$ cat src/rtl/cursor_ctrl.sv
// Cursor position controller: samples left/right/clear pulses from an input
// stage, updates a wrapping cursor position, then idles DIV cycles before resampling.
module cursor_ctrl #(
    parameter int POS_W    = 4,
    parameter int POS_MAX  = 15,
    parameter int POS_INIT = 8,
    parameter int DIV      = 1000,
    parameter int DIV_W    = 16
) (
    input  logic             clk_i,
    input  logic             rst_i,
    input  logic             start_i,
    input  logic             stop_i,
    input  logic             left_i,
    input  logic             right_i,
    input  logic             clr_i,
    input  logic             d_inp_i,
    output logic             e_inp_o,
    output logic [POS_W-1:0] pos_o,
    output logic             move_o,
    output logic             err_o
);

    typedef enum logic [1:0] {S_IDLE, S_SAMPLE, S_UPDATE, S_WAIT} state_t;

    localparam logic [POS_W-1:0] P_MAX  = POS_W'(POS_MAX);
    localparam logic [POS_W-1:0] P_INIT = POS_W'(POS_INIT);
    localparam logic [DIV_W-1:0] W_LOAD = DIV_W'(DIV - 1);

    state_t           r_state, w_next;
    logic [DIV_W-1:0] r_wcnt;
    logic [1:0]       r_tmo;
    logic             r_left, r_right, r_clr;
    logic [POS_W-1:0] w_new_pos;
    logic             w_tmo_hit;

    // Fourth consecutive SAMPLE cycle without valid data
    assign w_tmo_hit = (r_state == S_SAMPLE) && !d_inp_i && (r_tmo == 2'd3);
    assign e_inp_o   = (r_state == S_SAMPLE);

    always_ff @(posedge clk_i) begin
        if (rst_i) r_state <= S_IDLE;
        else       r_state <= w_next;
    end

    always_comb begin
        w_next = r_state;
        case (r_state)
            S_IDLE:   if (start_i && !stop_i) w_next = S_SAMPLE;
            S_SAMPLE: begin
                if (stop_i)         w_next = S_IDLE;
                else if (d_inp_i)   w_next = S_UPDATE;
                else if (w_tmo_hit) w_next = S_WAIT;
            end
            S_UPDATE: w_next = stop_i ? S_IDLE : S_WAIT;
            S_WAIT: begin
                if (stop_i)              w_next = S_IDLE;
                else if (r_wcnt == '0)   w_next = S_SAMPLE;
            end
            default:  w_next = S_IDLE;
        endcase
    end

    always_comb begin
        w_new_pos = pos_o;
        if (r_clr)
            w_new_pos = P_INIT;
        else if (r_left && !r_right)
            w_new_pos = (pos_o == '0) ? P_MAX : pos_o - POS_W'(1);
        else if (r_right && !r_left)
            w_new_pos = (pos_o == P_MAX) ? '0 : pos_o + POS_W'(1);
    end

    always_ff @(posedge clk_i) begin
        if (rst_i) begin
            pos_o   <= P_INIT;
            move_o  <= 1'b0;
            err_o   <= 1'b0;
            r_wcnt  <= '0;
            r_tmo   <= '0;
            r_left  <= 1'b0;
            r_right <= 1'b0;
            r_clr   <= 1'b0;
        end else begin
            move_o <= 1'b0;

            if (r_state == S_SAMPLE && w_next == S_UPDATE) begin
                r_left  <= left_i;
                r_right <= right_i;
                r_clr   <= clr_i;
            end

            if (r_state == S_SAMPLE && w_next == S_SAMPLE) r_tmo <= r_tmo + 2'd1;
            else                                           r_tmo <= '0;

            if (w_next == S_WAIT && r_state != S_WAIT)
                r_wcnt <= W_LOAD;
            else if (r_state == S_WAIT && r_wcnt != '0)
                r_wcnt <= r_wcnt - DIV_W'(1);

            // A stop during UPDATE skips this, discarding the pending move
            if (r_state == S_UPDATE && w_next == S_WAIT) begin
                pos_o  <= w_new_pos;
                move_o <= (w_new_pos != pos_o);
            end

            if (w_tmo_hit && w_next == S_WAIT) err_o <= 1'b1;
            if (r_state == S_IDLE && w_next == S_SAMPLE) err_o <= 1'b0;
        end
    end

endmodule

$ cat config.mk
export PLATFORM = sky130hd
export DESIGN_NAME = cursor_ctrl
export DESIGN_NICKNAME = d
export VERILOG_FILES = /design/src/rtl/cursor_ctrl.sv
export SDC_FILE = /design/constraint.sdc
export NUM_CORES = 1
export LEC_CHECK = 0
export ABC_CLOCK_PERIOD_IN_PS = 1920
export BUFFER_PORTS_ARGS = -buffer_cell sky130_fd_sc_hd__buf_2
export CORE_MARGIN = 1
export CORE_UTILIZATION = 45
export CTS_CLUSTER_DIAMETER = 150
export CTS_CLUSTER_SIZE = 25
export DETAILED_ROUTE_END_ITERATION = 8
export SYNTH_ARGS = -nofsm -noshare
export SYNTH_HDL_FRONTEND = slang
export SYNTH_SLANG_ARGS = --single-unit
$ cat constraint.sdc
create_clock -name clk_i -period 1.92 [get_ports clk_i]
set_input_delay 0.192 -clock clk_i [delete_from_list [all_inputs] [get_ports clk_i]]
set_output_delay 0.192 -clock clk_i [all_outputs]
set_load 0.03 [all_outputs]
**Word-level counts from Yosys, hierarchy flattened**

Index checks and enable logic that the tools add are counted.

- Register bits after elaboration: 29
- Bits of input ports: 8
- Output and inout port bits: 7
- Word-level logic and storage cells: 66

- Eq/ne operators: 10
- Add/sub/neg operators: 4
- Reductions and logical operators: 25
- Bitwise gates (word level): 2
- Mux-type cells: 15

Operators by type and width:

| kind | count |
|---|---|
| $mux 10 | 2 |
| $mux 4 | 5 |
| $logic_not 16->1 | 1 |
| $reduce_bool 16->1 | 1 |
| $sub 16x1->16 const B | 1 |
| $mux 2 | 7 |
| $logic_and 1x1->1 | 12 |
| $eq 2x2->1 const B | 5 |
| $pmux 2 s4 | 1 |
| $reduce_or 2->1 | 4 |
| $add 4x1->4 const B | 1 |
| $eq 2x1->1 const B | 2 |
| $eq 4x4->1 const B | 1 |
| $logic_not 1->1 | 4 |
| $logic_not 4->1 | 1 |
| $ne 4x4->1 | 1 |
| $sub 4x1->4 const B | 1 |
| $add 2x1->2 const B | 1 |
| $logic_not 2->1 | 1 |
| $ne 2x2->1 const B | 1 |
| $not 1->1 | 2 |
| $reduce_bool 2->1 | 1 |

**Longest topological paths before layout**

Gate-level depths: netlist (run 1).

- Depth after elaboration: 11
- Mapped depth: 8
- Depth with buffers taken out: 7

**Worst setup path after synthesis (run 1)**

Ideal clock, no wire load.

- Path kind: register -> register
- Start: reg pos_o[0]
- End: reg pos_o[3]
- Setup slack: 2 ps
- Required time: 1800 ps
- Cell stages (with the launch flop): 7
- Data arrival time: 1798 ps
- Setup time: 120 ps
- Path through: dfxtp_1 > inv_1 > ha_1 > o31a_1 > a221oi_2 > nor2_1 > a211o_1

- Longest elaborated chain between the ends: 5
- Elaborated cells on any way between the ends: 9
- Classes of those cells: add/sub: 2; eq/ne: 1; mux: 5; reduce/logical: 1

RTL lines:

| element | RTL line | RTL |
|---|---|---|
| from (decl) | 19 | `output logic [POS_W-1:0] pos_o,` |
| from (signal assigned) | 103 | `pos_o <= w_new_pos;` |
| $add 4x1->4 or $eq 4x4->1 (tied branches) | 71 | `w_new_pos = (pos_o == P_MAX) ? '0 : pos_o + POS_W'(1);` |
| $mux 4 | 71 |  |
| $mux 4 | 70 | `else if (r_right && !r_left)` |
| $mux 4 * | 68 | `else if (r_left && !r_right)` |
| $mux 4 * | 66 | `if (r_clr)` |

Mark *: on every way between the ends. The rest lies on a longest branch, timed or not.
A chain may end at the register's enable or synchronous reset.

**Final worst setup path (run 1)**

- Start: reg r_wcnt[5]
- End: reg r_wcnt[15]

- Longest elaborated chain between the ends: 7
- Elaborated cells on any way between the ends: 10
- Classes of those cells: add/sub: 1; eq/ne: 1; mux: 3; reduce/logical: 5

RTL lines:

| element | RTL line | RTL |
|---|---|---|
| from (decl) | 31 | `logic [DIV_W-1:0] r_wcnt;` |
| from (signal assigned) | 99 | `r_wcnt <= r_wcnt - DIV_W'(1);` |
| $logic_not 16->1 | 58 | `else if (r_wcnt == '0) w_next = S_SAMPLE;` |
| $mux 2 | 58 |  |
| $mux 2 | 57 | `if (stop_i) w_next = S_IDLE;` |
| $pmux 2 s4 | 48 | `case (r_state)` |
| $eq 2x2->1 | 96 | `if (w_next == S_WAIT && r_state != S_WAIT)` |
| $logic_and 1x1->1 | 96 |  |
| $reduce_or 2->1 (no source line) | n/a |  |

Several ways; a longest one is shown, not always the timed one.

==> results.cfg, run 1 <==
[cts]
cts_setup_buffers = 0
htree_levels = 2
cts_root_buf = clkbuf_4
cts_resized = 0
numCtsBuffers = 5
cts_tree = built
worst_skew_pair.late_latency_ps = 320
cts.sinks = 29
ctsHoldBuffers = 0
path_clk_slew_ps = 90
cts_buffer_depth = 2

[timing]
rsz0062_at_grt = false
setup_violations = 0
worst_pin_slew_ps = 433
slew_headroom = 0.711
fmax_ghz = 0.540
fin_tns_setup_ps = 0
maxSlewViolCount = 0
whs_ps = 99.7
clock_skew_ps = 2.42
post-route-period-util = 0.964
post-route-min-period_ps = 1850
finalHoldViolCount = 0

[setup_path]
timing.rr.start = r_wcnt[5]
cpPeakStageDelay_ps = 450
critPathCaptureType = register
path_class = reg2reg
worst_ep_required_time_ps = 2130
critPathMaxFanout = 5
crit_arrival_ps = 2060
rrSetupSlack_ps = 70
reg2regPathDepth = 5
startpoint_type = register
crit_slowest_cell = or4_4
cp_top_family = simple AND/OR/NAND/NOR gates
r2r_end = r_wcnt[15]
worst-path-buf-inv = 0
path_cells = or3_4 -> or4_4 -> nor4_4 -> xnor2_1 -> nor2_2

[global_routing]
grt_usage = 0.191
overflow = 0
grt_pass1_vias = 1263
antenna_found_initial = 0
grt_first_pass_wirelength_um = 5290
grt_max_degree = 22

[drt]
routed_wl_um = 3380
num_vias = 1402
top_layer_used = met4
viasPerCell = 5.48
wl_met2_um = 1490
first_pass_iters = 4
wire_per_inst_um = 13.2
wl_met1_um = 1690
met3_length_um = 128
drc = 0
drt-initial-drc-count = 65
ant_nets = 0

[synthesis]
avgSynthCellArea_sq_um = 8.64
synth_nets = 200
synthesis.area_sq_um = 1620
yosysSeqAreaShare = 0.359
synth_flop_cell = dfxtp_1
synth-simple-area-share = 0.309
synthMuxAreaShare = 0.0186
ys_warn_count = 0
synth_top_family_by_area = simple AND/OR/NAND/NOR gates
synth_compound_area_frac = 0.147
synthXorXnorAreaFrac = 0.0867
synthAdderAreaFrac = 0.0387
synth_cell_types = 47
syn_inst = 187
ys_ff_latch = 29
synth-edff-count = 0
async_reset_ff_frac = 0

[layout]
final_area_sq_um = 1870
nFillCells = 314
seqCellArea_sq_um = 583
antenna_cells = 0
area_growth_syn_to_layout_pct = 15.9
final_layout_size_suffix_gt1_frac = 0.200
multi_input_area_sq_um = 995
fin_nets = 223

[pwr]
p_leak_nw = 0.704
p_per_area_nw_per_um2 = 573
ir_drop_v = 0.000510

[job]
maxCapViolations = 0

[hold_path]
min-delay-start = left_i
min_to = r_left
hp-class = in2reg
hold_depth = 3

[status]
status = finished, final reports clean

[placement]
port-buffer-count = 14
placed_cell_area_sq_um = 1790
hpwl_um = 2370
routabilityCongestion = 0.798

[floorplanning]
die_w_um = 61.9
num_rows = 21
die_area_sq_um = 3840
initial_core_util = 0.477
fp.coreArea_sq_um = 3390
die_h_um = 61.9
ios = 15
worst reg2reg max path, stage by stage, from the launching register on:
cell and delay (ps):
dfxtp_1 370, or3_4 420, or4_4 450, nor4_4 300, xnor2_1 160, nor2_2 40
area by class of cell:
type,count,area share
Tap cell,46,0.0307
Clock buffer,7,0.0294
Timing Repair Buffer,25,0.0815
Inverter,8,0.0160
Sequential cell,29,0.311
Multi-Input combinational cell,141,0.531
flip-flops by register name, summed over array words and instances, names as in the netlist:
signal and count:
r_tmo 2, move_o 1, err_o 1, r_state 2
r_clr 1, r_wcnt 16, pos_o 4, r_right 1
r_left 1
metrics by stage:
stage          cells   util  worst slack [ps]  power [W]
2_1_floorplan    187      -              1.96   0.000683
3_3_place_gp     249  0.528              66.2   0.000706
3_5_place_dp     249  0.528              38.1   0.000707
4_1_cts          256  0.544              17.8    0.00108
5_1_grt          256  0.553              15.7    0.00112
6_report         256  0.553              68.5    0.00107
routing by layer:
metal | global-route usage | vias to the layer above
li1 | - | 724
met1 | 0.237 | 633
met3 | 0.0559 | 12
met4 | 0.0762 | 0
met5 | 0 | -
met2 | 0.310 | 33
synthesized netlist by cell type, types with 2 or more instances:
cell type | count | area [sq um]
a211o_1 | 2 | 17.5
a21o_1 | 2 | 15.0
a21oi_1 | 15 | 75.1
a31oi_1 | 2 | 12.5
and2_1 | 3 | 18.8
buf_2 | 2 | 10.0
clkbuf_1 | 7 | 26.3
dfxtp_1 | 29 | 581
ha_1 | 5 | 62.6
inv_1 | 8 | 30.0
mux2i_1 | 3 | 30.0
nand2b_1 | 5 | 31.3
nand3_1 | 7 | 35.0
nand4_1 | 3 | 18.8
nor2_1 | 25 | 93.8
nor2b_1 | 3 | 18.8
nor3_1 | 8 | 40.0
nor3b_1 | 3 | 22.5
nor4_1 | 5 | 31.3
nor4b_1 | 5 | 43.8
o21ai_0 | 3 | 15.0
o31a_1 | 2 | 17.5
or3_1 | 2 | 12.5
xnor2_1 | 9 | 78.8
xor2_1 | 7 | 61.3
report_power, final:
| part | total [W] | internal, W | switching [W] |
|---|---|---|---|
| sequential | 0.000613 | 0.000606 | 0.00000672 |
| clock | 0.000376 | 0.000173 | 0.000204 |
| combinational | 0.0000843 | 0.0000345 | 0.0000498 |
| total | 0.00107 | 0.000813 | 0.000260 |
how the worst max path moves through the flow:
| stage | start | to | slack [ps] | cells after the start |
|---|---|---|---|---|
| floorplan | pos_o[0] | pos_o[3] | 2 | 6 |
| global placement | r_wcnt[0] | r_wcnt[1] | 70 | 7 |
| detailed placement | r_wcnt[0] | r_wcnt[1] | 40 | 7 |
| CTS | r_wcnt[0] | r_wcnt[1] | 20 | 7 |
| global route | pos_o[0] | pos_o[3] | 20 | 6 |
| finish | r_wcnt[5] | r_wcnt[15] | 70 | 5 |
cell usage in the layout (no fill, tap or decap), drive strengths merged, types with 2 or more instances in the layout:
| master | n |
|---|---|
| xnor2 | 9 |
| o21ai | 3 |
| or3 | 3 |
| nor2 | 26 |
| buf | 25 |
| o31a | 2 |
| a21o | 2 |
| nor2b | 3 |
| a31oi | 2 |
| nand2b | 5 |
| nor4b | 5 |
| dfxtp | 29 |
| nand3 | 7 |
| clkbuf | 7 |
| a21oi | 15 |
| nor4 | 6 |
| a211o | 2 |
| nand4 | 4 |
| nor3b | 3 |
| ha | 5 |
| xor2 | 7 |
| inv | 8 |
| nor3 | 8 |
| and2 | 3 |
| mux2i | 3 |
| a221oi | 2 |
logic make-up (layout without fill, tap and decap cells):
logic type	Yosys count	count (layout)
xor gates and xnor gates	16	16
DFF	29	29
AOI/OAI and AO/OA	35	35
and+or+nand+nor	82	82
buffers and inverters	17	40
muxes	3	3
adders and majority gates	5	5
No activity file was read; power rests on OpenSTA's default activity.
==> run 2: changes to the inputs <==
CORE_UTILIZATION = 58   (was 45)
PLACE_DENSITY = 0.78   (was not set)
==> run 2 against run 1 <==
- utilization rose by 17 points
- first-iteration DRC count decreased by 17%
- sequential power hardly changed
- cell area down 1.7%
- register-to-register slack gained 50 ps
- setup slack better by 53 ps
- combinational power is 1% higher
- routed wire length grew 6.3%
- non-clock buffer count unchanged
- largest power group unchanged
- count of clock-buffer cells in the layout did not move
- critical endpoint is now r_wcnt[11]
==> results.cfg, run 2 (synthesis results as in run 1) <==
[timing]
maxSlewViolCount = 0
fin_tns_setup_ps = 0
post-route-min-period_ps = 1800
clock_skew_ps = 8.60
worst_pin_slew_ps = 583
setup_violations = 0
finalHoldViolCount = 0
rsz0062_at_grt = false
slew_headroom = 0.611
post-route-period-util = 0.937
fmax_ghz = 0.556

[setup_path]
crit_start = r_wcnt[5]
worst-path-buf-inv = 0
worst-path-stages = 5
rrSetupSlack_ps = 120
startpoint_type = register
worst_ep_required_time_ps = 2130
critPathMaxFanout = 5
critPathCaptureType = register
r2r_end = r_wcnt[11]
crit_end = r_wcnt[11]
path_class = reg2reg
cp_top_family = simple AND/OR/NAND/NOR gates
crit_slowest_cell = or4_4
reg2regPathDepth = 5
timing.rr.start = r_wcnt[5]
cpPeakStageDelay_ps = 440
crit_arrival_ps = 2000
path_cells = or3_4 -> or4_4 -> nor3_1 -> xnor2_1 -> nor2_1

[cts]
worst_skew_pair.late_latency_ps = 330
htree_levels = 2
path_clk_slew_ps = 90
cts.sinks = 29
cts_tree = built
cts_root_buf = clkbuf_4
numCtsBuffers = 5
cts_buffer_depth = 2

[floorplanning]
ios = 15
die_w_um = 54.8
initial_core_util = 0.635
num_rows = 18
die_h_um = 54.8
die_area_sq_um = 3000
fp.coreArea_sq_um = 2540

[status]
status = finished, final reports clean

[layout]
final_cell_mix = 27 x dfxtp_1, 25 x nor2_1, 15 x a21oi_1
final_common_cell = dfxtp_1
nFillCells = 205
final_layout_size_suffix_gt1_frac = 0.200
final_area_sq_um = 1840
top_register = r_wcnt
seqCellArea_sq_um = 583
multi_input_area_sq_um = 983
area_growth_syn_to_layout_pct = 13.9
fin_nets = 223
top_regs = r_wcnt: 16 flops, pos_o: 4 flops
antenna_cells = 0
largest_reg_flops = 16

[global_routing]
grt_pass1_vias = 1362
grt_max_degree = 22
grt_first_pass_wirelength_um = 5930
antenna_found_initial = 0
grt_usage = 0.284
overflow = 0

[placement]
hpwl_um = 2510
routabilityCongestion = 0.843
placed_cell_area_sq_um = 1760
port-buffer-count = 14

[drt]
ant_nets = 0
drc = 0
num_vias = 1496
first_pass_iters = 4
routed_wl_um = 3590
drt-initial-drc-count = 54
wire_per_inst_um = 15.0
viasPerCell = 6.23

[pwr]
total_power_w = 0.00108
seq_power_share = 0.570
sw_frac_of_total = 0.244
clockPowerShare = 0.351
ir_drop_v = 0.000533
combPwrFrac = 0.079
p_per_area_nw_per_um2 = 584
p_leak_nw = 0.703
intPower_w = 0.000813
p_sw_w = 0.000262

[job]
maxCapViolations = 0

[hold_path]
hp-class = in2reg
run 2: cell type report:
cell class,count,area share
clock buffers,7,0.0299
inverters,8,0.0163
multi-input cells,141,0.534
flip-flops and latches,29,0.317
well taps,30,0.0204
repair buffers,25,0.0829
run 2: routing by layer:
layer | up-vias | wire, um | GRT usage
met2 | 45 | 1760 | 0.464
li1 | 719 | - | -
met5 | - | 0 | 0
met1 | 722 | 1620 | 0.347
met4 | 0 | 61 | 0.107
met3 | 10 | 145 | 0.0833
run 2: per-stage QoR:
stage,hold WS (ps),cells,utilization,worst slack (ps)
after global placement,414,232,0.693,121
after detailed placement,437,232,0.693,17.8
after CTS,89.3,239,0.717,52.4
after floorplan,271,187,-,1.96
final,93.3,240,0.724,122
after global routing,107,240,0.724,0.734
run 2: power groups by stage:
stage,sequential (W),clock (W),combinational (W)
3_5_place_dp,0.000626,0,0.0000798
5_1_grt,0.000614,0.000404,0.0000938
4_1_cts,0.000612,0.000381,0.0000810
2_1_floorplan,0.000625,0,0.0000584
6_report,0.000613,0.000377,0.0000853
3_3_place_gp,0.000626,0,0.0000772
run 2: what timing repair did:
item | in CTS | in global routing
hold buffers | 0 | 0
gates resized for setup | 1 | 4
setup endpoints to repair | 2 | 11
pin swaps | 0 | 2
setup buffers | 0 | 1
run 2: worst reg2reg max path, stage by stage, from the launching register on:
cell and delay [ps]:
dfxtp_1 380, or3_4 420, or4_4 440, nor3_1 250, xnor2_1 140, nor2_1 50
run 2: worst min path at each step:
| stage | to | startpoint | slack [ps] | cells past startpoint |
|---|---|---|---|---|
| 2_1_floorplan | r_tmo[0] | d_inp_i | 270 | 1 |
| 3_3_place_gp | r_tmo[0] | r_tmo[0] | 410 | 1 |
| 3_5_place_dp | r_tmo[0] | r_tmo[0] | 440 | 1 |
| 4_1_cts | r_clr | clr_i | 90 | 3 |
| 5_1_grt | r_tmo[0] | d_inp_i | 110 | 2 |
| 6_report | r_clr | clr_i | 90 | 3 |
==> run 3: changes to the inputs <==
BUFFER_PORTS_ARGS = not set   (was -buffer_cell sky130_fd_sc_hd__buf_2)
CORE_UTILIZATION = 60   (was 58)
DONT_BUFFER_PORTS = 1   (was not set)
PLACE_DENSITY = 0.85   (was 0.78)
==> run 3 against run 2 <==
- sequential share of layout area is 0.45 points lower
- routed wire length increased by 5.8%
- non-clock buffer count is 5 lower
- total power decreased by 0.27%
==> results.cfg, run 3 (synthesis results as in run 1) <==
[layout]
top_register = r_wcnt
fin_nets = 218
final_layout_size_suffix_gt1_frac = 0.200
utilization = 0.746
top_regs = r_wcnt: 16 flops, pos_o: 4 flops
largest_reg_flops = 16
final_cell_mix = 25 x nor2_1, 24 x dfxtp_1, 17 x buf_4
area_growth_syn_to_layout_pct = 16.3
antenna_cells = 0
final_common_cell = nor2_1

[cts]
htree_levels = 2
cts.sinks = 29
cts_tree = built
numCtsBuffers = 5
path_clk_slew_ps = 90
cts_buffer_depth = 2
cts_setup_buffers = 0
worst_skew_pair.late_latency_ps = 320
cts_root_buf = clkbuf_4

[drt]
wire_per_inst_um = 16.2
drc = 0
wl_met2_um = 1960
num_vias = 1505
ant_nets = 0
top_layer_used = met4
met3_length_um = 227
viasPerCell = 6.40
first_pass_iters = 5
wl_met1_um = 1570
drt-initial-drc-count = 40
routed_wl_um = 3800

[pwr]
seq_power_share = 0.571
combPwrFrac = 0.079
ir_drop_v = 0.000525
p_sw_w = 0.000258
intPower_w = 0.000815
p_leak_nw = 0.700
p_per_area_nw_per_um2 = 570
clockPowerShare = 0.350
sw_frac_of_total = 0.241

[timing]
whs_ps = 16.3
post-route-period-util = 0.959
post-route-min-period_ps = 1840
clock_skew_ps = 10.0
worst_pin_slew_ps = 706
slew_headroom = 0.528
setup_violations = 0
fmax_ghz = 0.543
rsz0062_at_grt = true
finalHoldViolCount = 0
maxSlewViolCount = 0
layout_setup_ws_ps = 77.9

[setup_path]
worst_ep_required_time_ps = 2130
critPathMaxFanout = 5
path_class = reg2reg
rrSetupSlack_ps = 80
crit_arrival_ps = 2050
startpoint_type = register
reg2regPathDepth = 5
timing.rr.start = r_wcnt[5]
r2r_end = r_wcnt[15]
critPathCaptureType = register
crit_start = r_wcnt[5]
crit_end = r_wcnt[15]

[global_routing]
grt_max_degree = 19
overflow = 0
grt_first_pass_wirelength_um = 6000
antenna_found_initial = 0
grt_usage = 0.293
grt_pass1_vias = 1431

[floorplanning]
die_h_um = 53.9
num_rows = 18
die_w_um = 53.9
ios = 15
fp.coreArea_sq_um = 2520
initial_core_util = 0.641
die_area_sq_um = 2910

[placement]
routabilityCongestion = 0.882
port-buffer-count = 0
dpl_worst_slack_ps = 62.4
hpwl_um = 2590

[job]
maxCapViolations = 0

[hold_path]
hp-class = in2reg

[status]
status = finished, final reports clean
-- run 3: changes by cell type in the layout (fill, tap and decap cells not counted), moves of 3 or more --
cell           delta
dfxtp_1           -3
buf_4             +6
dlygate4sd3_1     +3
dfxtp_2           +3
buf_2            -14
-- run 3: how the worst min path moves through the flow --
stage	to	cells after the start	slack (ps)	from
2_1_floorplan	r_tmo[0]	1	270	d_inp_i
3_3_place_gp	r_wcnt[2]	1	260	rst_i
3_5_place_dp	r_wcnt[2]	1	270	rst_i
4_1_cts	r_clr	2	10	clr_i
5_1_grt	r_clr	2	8	clr_i
6_report	r_clr	2	20	clr_i
-- run 3: critical path: stages, from the launching register on --
cell and delay [ps]:
dfxtp_2 350, or3_4 420, or4_4 460, nor4_4 290
xnor2_1 160, nor2_2 50
-- run 3: cell type report --
| type | instances | area [sq um] |
|---|---|---|
| tap | 30 | 37.5 |
| fill | 175 | 642 |
| sequential | 29 | 587 |
| inverter | 8 | 30.0 |
| timing repair buffer | 20 | 158 |
| clock buffer | 7 | 55.1 |
| multi-input combinational | 141 | 1010 |
-- run 3: per-layer routing --
layer | vias to the layer above | global-route usage
met5 | - | 0
met4 | 0 | 0.0921
met3 | 6 | 0.0960
met2 | 53 | 0.516
met1 | 735 | 0.328
li1 | 711 | -
-- run 3: timing repair --
action	4_1_cts	5_1_grt
hold buffers	3	0
endpoints found under the setup margin	0	17
gates resized for setup	0	14
hold endpoints to repair	19	0
-- run 3: metrics by stage --
step / instance area (sq um) / setup TNS, ps / total power [W] / cells
2_1_floorplan: 1620 / 0 / 0.000683 / 187
3_3_place_gp: 1750 / 0 / 0.000689 / 225
3_5_place_dp: 1750 / 0 / 0.000693 / 225
4_1_cts: 1830 / 0 / 0.00107 / 235
5_1_grt: 1880 / -11.2 / 0.00111 / 235
6_report: 1880 / 0 / 0.00107 / 235
-- run 3: power by group through the flow --
stage	Clock, W	Combinational [W]	Sequential (W)
after floorplan	0	0.0000584	0.000625
after global placement	0	0.0000634	0.000626
after detailed placement	0	0.0000665	0.000626
after CTS	0.000382	0.0000782	0.000612
after global routing	0.000406	0.0000909	0.000614
final	0.000375	0.0000846	0.000613
